<file path="config.mk">
export PLATFORM = sky130hd
export DESIGN_NAME = keypad_key_fifo
export DESIGN_NICKNAME = d
export VERILOG_FILES = /design/src/rtl/keypad_key_fifo_pkg.sv /design/src/rtl/keypad_key_fifo_sync_fifo.sv /design/src/rtl/keypad_key_fifo.sv
export SDC_FILE = /design/constraint.sdc
export NUM_CORES = 1
export LEC_CHECK = 0
export ABC_AREA = 1
export ABC_CLOCK_PERIOD_IN_PS = 6300
export CELL_PAD_IN_SITES_DETAIL_PLACEMENT = 1
export CELL_PAD_IN_SITES_GLOBAL_PLACEMENT = 1
export CORE_AREA = 2 2 105 66
export CTS_CLUSTER_SIZE = 28
export DETAILED_ROUTE_END_ITERATION = 12
export DIE_AREA = 0 0 107 68
export PLACE_DENSITY = 0.85
export RECOVER_POWER = 25
export SETUP_SLACK_MARGIN = 0.3
export SLEW_MARGIN = 20
export SYNTH_ARGS = -nofsm -noshare
export SYNTH_HDL_FRONTEND = slang
export SYNTH_HIERARCHICAL = 1
export SYNTH_SLANG_ARGS = --single-unit
export TNS_END_PERCENT = 50
</file>
<file path="constraint.sdc">
create_clock -name clock -period 6.3 [get_ports clock]
set_input_delay 1.575 -clock clock [delete_from_list [all_inputs] [get_ports clock]]
set_output_delay 1.575 -clock clock [all_outputs]
set_load 0.01 [all_outputs]
</file>
<file path="src/rtl/keypad_key_fifo_pkg.sv">
// Shared definitions for the keypad key FIFO: key code width and the
// qualifier state encoding (same encoding the scanner side uses).
package keypad_key_fifo_pkg;

  localparam int KEY_W = 4;

  typedef enum logic [1:0] {
    ST_IDLE    = 2'd0,
    ST_QUALIFY = 2'd1,
    ST_HELD    = 2'd2,
    ST_RELEASE = 2'd3
  } qual_state_e;

endpackage

</file>
<file path="src/rtl/keypad_key_fifo_sync_fifo.sv">
// keypad_sync_fifo: single-clock first-word-fall-through FIFO.
//   clock, reset   rising-edge clock, async active-low reset
//   push, wdata    write request / data (ignored when full unless popping)
//   pop            read request (ignored when empty)
//   rdata          head entry, 0 when empty
//   full, empty    occupancy flags
//   count          occupancy, reaches DEPTH when full
module keypad_sync_fifo #(
  parameter int WIDTH = 4,
  parameter int DEPTH = 8,
  localparam int AW = $clog2(DEPTH),
  localparam int CW = AW + 1
) (
  input  logic             clock,
  input  logic             reset,
  input  logic             push,
  input  logic [WIDTH-1:0] wdata,
  input  logic             pop,
  output logic [WIDTH-1:0] rdata,
  output logic             full,
  output logic             empty,
  output logic [CW-1:0]    count
);

  logic [WIDTH-1:0] mem [DEPTH];
  logic [AW-1:0]    wr_ptr, rd_ptr;
  logic             do_push, do_pop;

  assign empty   = (count == '0);
  assign full    = (count == CW'(DEPTH));
  assign do_pop  = pop & ~empty;
  // A full FIFO still accepts a write when the head leaves in the same cycle.
  assign do_push = push & (~full | do_pop);
  assign rdata   = empty ? '0 : mem[rd_ptr];

  always_ff @(posedge clock or negedge reset) begin
    if (!reset) begin
      wr_ptr <= '0;
      rd_ptr <= '0;
      count  <= '0;
      for (int i = 0; i < DEPTH; i++) mem[i] <= '0;
    end else begin
      if (do_push) begin
        mem[wr_ptr] <= wdata;
        wr_ptr      <= wr_ptr + AW'(1);   // wraps: DEPTH is a power of 2
      end
      if (do_pop) rd_ptr <= rd_ptr + AW'(1);
      case ({do_push, do_pop})
        2'b10:   count <= count + CW'(1);
        2'b01:   count <= count - CW'(1);
        default: count <= count;
      endcase
    end
  end

endmodule

</file>
<file path="src/rtl/keypad_key_fifo.sv">
// keypad_key_fifo: debounces scanner output into one event per press and
// queues events for the consumer.
//   clock, reset          rising-edge clock, async active-low reset
//   key_data, key_v       scan code and "key detected" from the scanner
//   out_data, out_valid   FIFO head / non-empty
//   out_ready             consumer takes head when out_valid && out_ready
//   count                 FIFO occupancy
//   overflow, clear_ovf   sticky dropped-press flag and its clear (set wins)
module keypad_key_fifo
  import keypad_key_fifo_pkg::*;
#(
  parameter int HOLD_CYCLES    = 3,
  parameter int RELEASE_CYCLES = 2,
  parameter int DEPTH          = 8,
  localparam int CW = $clog2(DEPTH) + 1
) (
  input  logic             clock,
  input  logic             reset,
  input  logic [KEY_W-1:0] key_data,
  input  logic             key_v,
  output logic [KEY_W-1:0] out_data,
  output logic             out_valid,
  input  logic             out_ready,
  output logic [CW-1:0]    count,
  output logic             overflow,
  input  logic             clear_ovf
);

  localparam int HW = $clog2(HOLD_CYCLES + 1);
  localparam int RW = $clog2(RELEASE_CYCLES + 1);

  qual_state_e      state, state_n;
  logic [HW-1:0]    hold_cnt, hold_n;
  logic [RW-1:0]    rel_cnt, rel_n;
  logic [KEY_W-1:0] key_lat, lat_n;
  logic             accept, full, empty, pop;

  always_ff @(posedge clock or negedge reset) begin
    if (!reset) begin
      state    <= ST_IDLE;
      hold_cnt <= '0;
      rel_cnt  <= '0;
      key_lat  <= '0;
    end else begin
      state    <= state_n;
      hold_cnt <= hold_n;
      rel_cnt  <= rel_n;
      key_lat  <= lat_n;
    end
  end

  always_comb begin
    state_n = state;
    hold_n  = hold_cnt;
    rel_n   = rel_cnt;
    lat_n   = key_lat;
    accept  = 1'b0;
    case (state)
      ST_IDLE: if (key_v) begin
        lat_n  = key_data;
        hold_n = HW'(1);
        if (HOLD_CYCLES == 1) begin
          accept  = 1'b1;
          state_n = ST_HELD;
        end else begin
          state_n = ST_QUALIFY;
        end
      end
      ST_QUALIFY: begin
        if (!key_v) begin
          state_n = ST_IDLE;               // glitch: too short to count
          hold_n  = '0;
        end else if (key_data != key_lat) begin
          lat_n  = key_data;               // code changed: restart the hold window
          hold_n = HW'(1);
        end else begin
          hold_n = hold_cnt + HW'(1);
          if (hold_cnt == HW'(HOLD_CYCLES - 1)) begin
            accept  = 1'b1;
            state_n = ST_HELD;
          end
        end
      end
      ST_HELD: if (!key_v) begin
        rel_n   = RW'(1);
        state_n = (RELEASE_CYCLES == 1) ? ST_IDLE : ST_RELEASE;
      end
      ST_RELEASE: begin
        if (key_v) begin
          state_n = ST_HELD;               // contact bounce, same press
        end else begin
          rel_n = rel_cnt + RW'(1);
          if (rel_cnt == RW'(RELEASE_CYCLES - 1)) state_n = ST_IDLE;
        end
      end
      default: state_n = ST_IDLE;
    endcase
  end

  assign out_valid = ~empty;
  assign pop       = out_valid & out_ready;

  keypad_sync_fifo #(.WIDTH(KEY_W), .DEPTH(DEPTH)) u_fifo (
    .clock (clock),
    .reset (reset),
    .push  (accept),
    .wdata (key_lat_push()),
    .pop   (pop),
    .rdata (out_data),
    .full  (full),
    .empty (empty),
    .count (count)
  );

  // The pushed code is the one being latched on the accept edge; in QUALIFY it
  // equals key_lat, in IDLE (HOLD_CYCLES==1) it is the live input.
  function automatic logic [KEY_W-1:0] key_lat_push();
    return lat_n;
  endfunction

  always_ff @(posedge clock or negedge reset) begin
    if (!reset)                      overflow <= 1'b0;
    else if (accept & full & ~pop)   overflow <= 1'b1;
    else if (clear_ovf)              overflow <= 1'b0;
  end

endmodule

</file>
==> results.py, run 1 <==
metrics = {
    "pwr": {
        "fin_total_pwr_uw": 823,
        "power.density_nw_per_um2": 255,
        "ir_worst_vdd_mv": 0.167,
        "leakage_uw": 0.00170,
    },
    "sta": {
        "tightest_slew_ns": 2.92,
        "relSlewSlack": -0.948,
        "final-hold-violation-count": 0,
        "slew_violations": 54,
        "setup_tns_ns": 0,
        "period_minus_slack_ns": 4.18,
        "fin_ws_ns": 2.12,
        "fin_crit_sh": 0.663,
        "rsz0062_at_grt": "no",
        "max_clock_freq_mhz": 239,
        "finalClockSkew_ns": 0.0114,
        "setup_viol": 0,
    },
    "cts": {
        "cts_setup_buffers": 0,
        "cts_inserted_buffers": 5,
        "cts_tree": "built",
        "clk_pin_slew_ns": 0.10,
        "worstSkewPairLatency_ns": 0.31,
        "cts_resized": 0,
        "clock_path_buffers": 2,
        "htree_levels": 2,
        "clkSinkCount": 53,
        "postCtsHoldBufs": 0,
        "root_buffer": "clkbuf_8",
    },
    "global_route": {
        "grtUsageTotal": 0.219,
        "antenna_found_initial": 0,
        "grt_pass1_wl_um": 12200,
        "grt_pass1_vias": 2576,
        "grt_max_degree": 54,
        "overflow": 0,
    },
    "route": {
        "num_vias": 2467,
        "drtIter0Drc": 126,
        "drt_first_pass_iters": 4,
        "wire_per_inst_um": 15.7,
        "drc": 0,
        "viasPerCell": 5.29,
        "postRouteAntennaNets": 0,
        "wirelength_um": 7340,
    },
    "logic_synthesis": {
        "yosys.area.top_type": "dfrtp_1",
        "synth.top_cell.area_share": 0.460,
        "synth_edf_count": 0,
        "synth.most_common_cell": "nand2_1",
        "synth_area_leaders": "dfrtp_1 (46%), nand2_1 (15%), nand3_1 (6.9%)",
        "async_flop_share": 1.00,
        "syn_nets": 379,
        "synth_area_sq_um": 2890,
        "syn_inst": 363,
        "ys_seq_elements": 53,
        "yosysSeqAreaShare": 0.460,
        "synth.distinct_cells": 32,
        "syn_area_per_cell_sq_um": 7.95,
        "synthTopCellsByCount": "nand2_1 (113), dfrtp_1 (53), nand3_1 (40)",
        "yosysWarnings": 6,
        "synth_ff_type": "dfrtp_1",
    },
    "die": {
        "die_x_um": 107,
        "fp.dieH_um": 68,
        "rows": 23,
        "fp.dieArea_sq_um": 7280,
        "core_sq_um": 6420,
        "io_pins": 19,
        "start_util": 0.450,
    },
    "critical_path": {
        "crit_fanout": 18,
        "critPathKind": "reg2out",
        "setup.worst_path.start_class": "register",
        "cp.required_ns": 4.72,
        "end_kind": "output port",
        "crit_arrival_ns": 2.60,
    },
    "layout": {
        "nets": 394,
        "n_fill_cell": 801,
        "drive_gt1_frac": 0.106,
        "antenna_cells": 0,
        "fin_cells": 466,
        "area_delta_synth_final_pct": 11.8,
        "design_area_sq_um": 3220,
    },
    "place": {
        "dp_slack_ns": 1.97,
        "io_buffers": 18,
        "dp_hpwl_um": 5280,
        "dp_cells": 458,
        "place.gp.congestion": 0.791,
        "placed_cell_area_sq_um": 3110,
    },
    "run_status": {
        "violations": "max-capacitance violations, max-slew violations",
        "outcome": "complete, but fails checks",
    },
    "hold_path": {
        "hp-class": "reg2reg",
    },
    "flow_run": {
        "max-cap-violations": 1,
    },
}
## critical path: stages (launching register included)
cell             delay (ns)
dfrtp_1                0.73
inv_1                  0.45
o21ai_0                0.31
o211ai_1               0.18
nand2_1                0.10
nor2_1                 0.05
clkdlybuf4s50_1        0.47
## path summary, 6_finish.rpt
path / start / to / slack (ns) / cells past startpoint
worst max-delay path: u_fifo/rd_ptr[0] / out_data[2] / 2.12 / 6
worst min-delay path: u_fifo/mem[11] / u_fifo/mem[11] / 0.47 / 2
worst max register to register: u_fifo/count[1] / u_fifo/count[2] / 3.51 / 16
worst min register to register: u_fifo/mem[11] / u_fifo/mem[11] / 0.47 / 2
max in group asynchronous: reset / u_fifo/mem[10] / 2.35 / 2
min in group asynchronous: reset / async pin / 2.29 / 2
## layout by cell type, fill, tap and decap left out, types with 6 or more instances in the layout
cell / synthesis / final
clkbuf_8: 0 / 6
inv_1: 26 / 26
nor2_2: 8 / 8
nand2_4: 8 / 8
nand3_1: 40 / 40
o21ai_0: 22 / 22
clkdlybuf4s50_1: 0 / 17
dfrtp_1: 53 / 53
nor2_1: 35 / 35
ha_1: 7 / 7
nand2_1: 113 / 113
## registers in the layout, indices dropped and copies added, names as in the netlist, named ones only
signal	flops
rel_cnt	2
overflow	1
u_fifo/count	4
hold_cnt	2
u_fifo/rd_ptr	3
u_fifo/wr_ptr	3
state	1
u_fifo/mem	32
key_lat	4
## area by class of cell
type | instances | area [sq um] | share of cell area
flip-flops and latches | 53 | 1330 | 0.411
well taps | 87 | 109 | 0.0338
clock buffers | 7 | 86.3 | 0.0268
multi-input cells | 266 | 1360 | 0.421
clock inverters | 1 | 30.0 | 0.00931
inverters | 30 | 113 | 0.0349
repair buffers | 22 | 201 | 0.0625
## stage by stage
step	hold slack, ns	utilization
3_5_place_dp	0.453	0.485
5_1_grt	0.504	0.502
4_1_cts	0.478	0.503
6_report	0.474	0.502
3_3_place_gp	0.450	0.485
2_1_floorplan	0.437	-
## cells by family after synthesis
family          share of synthesized area
simple gates                        0.347
flops                               0.460
buf+inv                            0.0694
compound gates                     0.0785
fa+ha+maj                          0.0304
xor+xnor                           0.0152
## where the power goes
part,internal (uW),switching [uW],leakage [uW]
sequential,369,26.3,0.000704
clock,130,115,0.0000585
combinational,59.2,124,0.000936
total,558,265,0.00170
## metal layers
layer / global-route usage / vias up / routed length, um
li1: - / 1199 / -
met3: 0.0314 / 5 / 182
met2: 0.383 / 28 / 3530
met1: 0.293 / 1235 / 3580
met5: 0 / - / 0
met4: 0.0503 / 0 / 44
Note: power is estimated with default switching activity, not from simulation.
==> run 2: changes to the inputs <==
--- a/config.mk
+++ b/config.mk
@@ -6,14 +6,14 @@
 export NUM_CORES = 1
 export LEC_CHECK = 0
 export ABC_AREA = 1
-export ABC_CLOCK_PERIOD_IN_PS = 6300
+export ABC_CLOCK_PERIOD_IN_PS = 4000
 export CELL_PAD_IN_SITES_DETAIL_PLACEMENT = 1
 export CELL_PAD_IN_SITES_GLOBAL_PLACEMENT = 1
-export CORE_AREA = 2 2 105 66
+export CORE_AREA = 2 2 108 68
 export CTS_CLUSTER_SIZE = 28
 export DETAILED_ROUTE_END_ITERATION = 12
-export DIE_AREA = 0 0 107 68
-export PLACE_DENSITY = 0.85
+export DIE_AREA = 0 0 110 70
+export PLACE_DENSITY = 0.81
 export RECOVER_POWER = 25
 export SETUP_SLACK_MARGIN = 0.3
 export SLEW_MARGIN = 20
==> constraint.sdc (replaced) <==
create_clock -name clock -period 4 [get_ports clock]
set_input_delay 1 -clock clock [delete_from_list [all_inputs] [get_ports clock]]
set_output_delay 1 -clock clock [all_outputs]
set_load 0.01 [all_outputs]
==> results.py, run 2 (synthesis results as in run 1) <==
metrics = {
    "run_status": {
        "outcome": "complete, but fails checks",
        "violations": "max-capacitance violations, max-slew violations",
    },
    "pwr": {
        "power.density_nw_per_um2": 396,
        "swShare": 0.316,
        "p_int_uw": 882,
        "power_frac_clock": 0.295,
        "power.net_switching_uw": 407,
        "leakage_uw": 0.00171,
        "ir_worst_vdd_mv": 0.258,
        "pwr-share-comb": 0.221,
        "seqPwrFrac": 0.485,
        "fin_total_pwr_uw": 1290,
    },
    "layout": {
        "antenna_cells": 0,
        "mostFrequentLayoutCells": "nand2_1 (113), dfrtp_1 (53), nand3_1 (40)",
        "multi_input_area_sq_um": 1360,
        "top_register": "u_fifo/mem",
        "n_fill_cell": 869,
        "final_common_cell": "nand2_1",
        "nets": 397,
        "largestRegisters": "u_fifo/mem x32, key_lat x4, u_fifo/count x4",
        "seq_area_sq_um": 1330,
        "area_delta_synth_final_pct": 12.8,
        "drive_gt1_frac": 0.113,
        "largest_reg_flops": 32,
    },
    "critical_path": {
        "setup.worst_path.start_class": "register",
        "crit_fanout": 17,
        "r2r_slack_ns": 1.11,
        "end_kind": "output port",
        "crit_arrival_ns": 2.27,
        "cp.required_ns": 3.00,
        "critPathKind": "reg2out",
    },
    "die": {
        "core_sq_um": 6880,
        "die_x_um": 110,
        "start_util": 0.420,
        "fp.dieH_um": 70,
        "io_pins": 19,
        "fp.dieArea_sq_um": 7700,
        "rows": 24,
    },
    "route": {
        "drtIter0Drc": 122,
        "num_vias": 2453,
        "wl_met1_um": 3730,
        "viasPerCell": 5.19,
        "wire_per_inst_um": 15.3,
        "postRouteAntennaNets": 0,
        "top_layer": "met4",
        "drc": 0,
        "route.met3.wl_um": 229,
        "drt_first_pass_iters": 4,
        "wirelength_um": 7250,
        "wl_met2_um": 3250,
    },
    "sta": {
        "tightest_slew_ns": 2.14,
        "finalClockSkew_ns": 0.00473,
        "final-hold-violation-count": 0,
        "period_minus_slack_ns": 3.27,
        "rsz0062_at_grt": "no",
        "max_clock_freq_mhz": 306,
        "slew_violations": 40,
        "setup_viol": 0,
        "fin_crit_sh": 0.817,
        "relSlewSlack": -0.424,
        "setup_tns_ns": 0,
    },
    "cts": {
        "root_buffer": "clkbuf_8",
        "postCtsHoldBufs": 0,
        "cts_setup_buffers": 0,
        "clock_path_buffers": 2,
        "cts_tree": "built",
        "clk_pin_slew_ns": 0.09,
        "cts_inserted_buffers": 5,
        "clkSinkCount": 53,
        "cts_resized": 0,
        "worstSkewPairLatency_ns": 0.30,
        "htree_levels": 2,
    },
    "global_route": {
        "overflow": 0,
        "grt_pass1_wl_um": 12200,
        "antenna_found_initial": 0,
        "grt_pass1_vias": 2451,
        "grtUsageTotal": 0.207,
        "grt_max_degree": 40,
    },
    "flow_run": {
        "max-cap-violations": 1,
    },
    "hold_path": {
        "hp-class": "reg2reg",
    },
    "place": {
        "io_buffers": 18,
        "place.gp.congestion": 0.836,
        "dp_hpwl_um": 5330,
    },
}
-- run 2: path summary, 6_finish.rpt --
check | depth (start not counted) | to | start
min in group asynchronous | 1 | u_fifo/mem[12] | reset
worst min-delay path | 2 | u_fifo/mem[26] | u_fifo/mem[26]
worst max-delay path | 6 | out_data[2] | u_fifo/rd_ptr[0]
worst min register to register | 2 | u_fifo/mem[26] | u_fifo/mem[26]
worst max register to register | 16 | u_fifo/count[2] | u_fifo/count[1]
max in group asynchronous | 1 | key_lat[2] | reset
-- run 2: routing by layer --
| metal | up-vias | GRT usage |
|---|---|---|
| met4 | 0 | 0.0380 |
| met3 | 6 | 0.0364 |
| met5 | - | 0 |
| li1 | 1202 | - |
| met1 | 1208 | 0.308 |
| met2 | 37 | 0.317 |
-- run 2: critical path, cell delays in order, from the launching register on --
cell,delay (ns)
dfrtp_1,0.39
inv_1,0.42
o21ai_0,0.16
o22ai_1,0.27
nor2_1,0.08
nor2_1,0.11
clkdlybuf4s50_1,0.53
-- run 2: power by group through the flow --
| stage | combinational, uW | sequential [uW] | clock, uW |
|---|---|---|---|
| 4_1_cts | 289 | 625 | 389 |
| 2_1_floorplan | 188 | 621 | 0 |
| 3_5_place_dp | 287 | 634 | 0 |
| 5_1_grt | 319 | 632 | 411 |
| 6_report | 285 | 624 | 380 |
| 3_3_place_gp | 276 | 631 | 0 |
-- run 2: area by class of cell --
cell class,count,area share
inverter,30,0.0346
sequential,53,0.408
multi-input combinational,266,0.418
clock inverter,1,0.00923
clock buffer,7,0.0265
tap,91,0.0350
timing repair buffer,25,0.0696
-- run 2: metrics by stage --
| step | setup slack, ns | utilization | hold slack, ns | cell area, sq um | std cells |
|---|---|---|---|---|---|
| floorplan | 1.27 | - | 0.437 | 2890 | 363 |
| global placement | 0.649 | 0.457 | 0.450 | 3140 | 465 |
| detailed placement | 0.517 | 0.457 | 0.454 | 3140 | 465 |
| CTS | 0.686 | 0.473 | 0.478 | 3260 | 473 |
| global route | 0.511 | 0.473 | 0.495 | 3250 | 473 |
| finish | 0.730 | 0.473 | 0.476 | 3250 | 473 |
==> run 3: changes to the inputs <==
--- a/config.mk
+++ b/config.mk
@@ -6,7 +6,7 @@
 export NUM_CORES = 1
 export LEC_CHECK = 0
 export ABC_AREA = 1
-export ABC_CLOCK_PERIOD_IN_PS = 4000
+export ABC_CLOCK_PERIOD_IN_PS = 3330
 export CELL_PAD_IN_SITES_DETAIL_PLACEMENT = 1
 export CELL_PAD_IN_SITES_GLOBAL_PLACEMENT = 1
 export CORE_AREA = 2 2 108 68
==> constraint.sdc (replaced) <==
create_clock -name clock -period 3.33 [get_ports clock]
set_input_delay 0.8325 -clock clock [delete_from_list [all_inputs] [get_ports clock]]
set_output_delay 0.8325 -clock clock [all_outputs]
set_load 0.01 [all_outputs]
==> results.py, run 3 (synthesis results as in run 1) <==
metrics = {
    "hold_path": {
        "hp-start": "u_fifo/mem[4]",
        "hp-class": "reg2reg",
    },
    "layout": {
        "largest_reg_flops": 32,
        "antenna_cells": 0,
        "largestRegisters": "u_fifo/mem x32, key_lat x4, u_fifo/count x4",
        "n_fill_cell": 853,
        "finish.utilization": 0.488,
        "area_delta_synth_final_pct": 16.2,
        "design_area_sq_um": 3350,
        "drive_gt1_frac": 0.155,
        "final_common_cell": "nand2_1",
        "top_register": "u_fifo/mem",
        "mostFrequentLayoutCells": "nand2_1 (113), dfrtp_1 (51), nand3_1 (39)",
        "nets": 409,
    },
    "critical_path": {
        "end_kind": "output port",
        "cp-startpoint": "u_fifo/rd_ptr[0]",
        "setup.worst_path.start_class": "register",
        "cp.required_ns": 2.50,
        "critPathKind": "reg2out",
        "r2r_start": "u_fifo/count[1]",
        "crit_arrival_ns": 2.10,
        "crit_fanout": 6,
    },
    "pwr": {
        "swShare": 0.338,
        "pwr-share-comb": 0.233,
        "power.net_switching_uw": 512,
        "power_frac_clock": 0.276,
        "leakage_uw": 0.00176,
        "p_int_uw": 1000,
        "seqPwrFrac": 0.492,
        "power.density_nw_per_um2": 452,
        "ir_worst_vdd_mv": 0.245,
    },
    "sta": {
        "max_clock_freq_mhz": 341,
        "relSlewSlack": 0.268,
        "setup_viol": 0,
        "fin_ws_ns": 0.402,
        "rsz0062_at_grt": "yes",
        "setup_tns_ns": 0,
        "fin_crit_sh": 0.879,
        "slew_violations": 0,
        "holdWs_ns": 0.481,
        "period_minus_slack_ns": 2.93,
        "finalClockSkew_ns": 0.00463,
        "tightest_slew_ns": 1.10,
        "final-hold-violation-count": 0,
    },
    "place": {
        "io_buffers": 18,
        "place.gp.congestion": 0.794,
        "dp_slack_ns": 0.0350,
        "placed_cell_area_sq_um": 3170,
        "dp_hpwl_um": 5740,
    },
    "global_route": {
        "grtUsageTotal": 0.222,
        "grt_pass1_vias": 2582,
        "grt_pass1_wl_um": 12900,
        "antenna_found_initial": 0,
        "grt_max_degree": 22,
        "overflow": 0,
    },
    "cts": {
        "clkSinkCount": 53,
        "clk_pin_slew_ns": 0.10,
        "cts_tree": "built",
        "worstSkewPairLatency_ns": 0.32,
        "htree_levels": 2,
        "clock_path_buffers": 2,
        "root_buffer": "clkbuf_8",
        "cts_inserted_buffers": 5,
    },
    "route": {
        "drt_first_pass_iters": 4,
        "drc": 0,
        "postRouteAntennaNets": 0,
        "viasPerCell": 5.23,
        "num_vias": 2537,
        "wirelength_um": 7970,
        "drtIter0Drc": 115,
        "wire_per_inst_um": 16.4,
    },
    "die": {
        "io_pins": 19,
        "rows": 24,
        "fp.dieH_um": 70,
        "die_x_um": 110,
        "core_sq_um": 6880,
        "fp.dieArea_sq_um": 7700,
        "start_util": 0.420,
    },
    "flow_run": {
        "max-cap-violations": 0,
    },
    "run_status": {
        "outcome": "finished clean",
    },
}
==> run 3: cell types whose count changed in the layout (fill, tap and decap cells not counted), sizes merged <==
cell / delta
buf: +10
clkinvlp: +2
clkinv: +1
inv: -1
clkbuf: +1
bufinv: -1
==> run 3: power by group through the flow <==
stage          logic, uW  registers [uW]  clock network [uW]
3_5_place_dp         355             759                   0
5_1_grt              402             755                 455
3_3_place_gp         342             757                   0
4_1_cts              358             746                 432
6_report             353             746                 418
2_1_floorplan        226             746                   0
==> run 3: final timing paths <==
check | to | depth (start not counted) | slack (ns)
setup / recovery | out_data[0] | 6 | 0.40
hold / removal | u_fifo/mem[4] | 2 | 0.48
setup reg to reg | u_fifo/count[2] | 16 | 0.60
hold reg to reg | u_fifo/mem[4] | 2 | 0.48
max in group asynchronous | key_lat[2] | 2 | 1.34
min in group asynchronous | u_fifo/mem[18] | 1 | 0.55
==> run 3: critical path, stage by stage, from the launching register on <==
cell,delay [ns]
dfrtp_2,0.43
clkinvlp_2,0.28
o21ai_0,0.32
o211ai_1,0.13
nand2_1,0.10
nor2_1,0.05
clkdlybuf4s50_1,0.47
==> run 3: final cells by class <==
class                      count  area, sq um  share of cell area
clock buffer                   7         96.3              0.0287
multi-input combinational    266         1380               0.411
inverter                      30          116              0.0347
tap                           91          114              0.0340
timing repair inverter         1         5.00             0.00149
timing repair buffer          36          309              0.0922
sequential                    53         1330               0.396
clock inverter                 1         5.00             0.00149
==> run 3: per-layer routing <==
| layer | up-vias | share of wire | GRT usage |
|---|---|---|---|
| met2 | 40 | 0.47 | 0.343 |
| met3 | 11 | 0.037 | 0.0448 |
| met4 | 0 | 0.017 | 0.0816 |
| met5 | - | 0 | 0 |
| met1 | 1270 | 0.48 | 0.308 |
| li1 | 1216 | - | - |
==> run 3: metrics by stage <==
step	std cells	power, uW
CTS	477	1540
finish	485	1520
global route	485	1610
floorplan	363	972
global placement	469	1100
detailed placement	469	1110
==> run 3: repair_timing <==
item	in CTS	in global routing
hold buffers	0	0
pin swaps	0	5
gates cloned	0	1
gates resized for setup	1	8
setup buffers	0	7
setup endpoints to repair	4	5
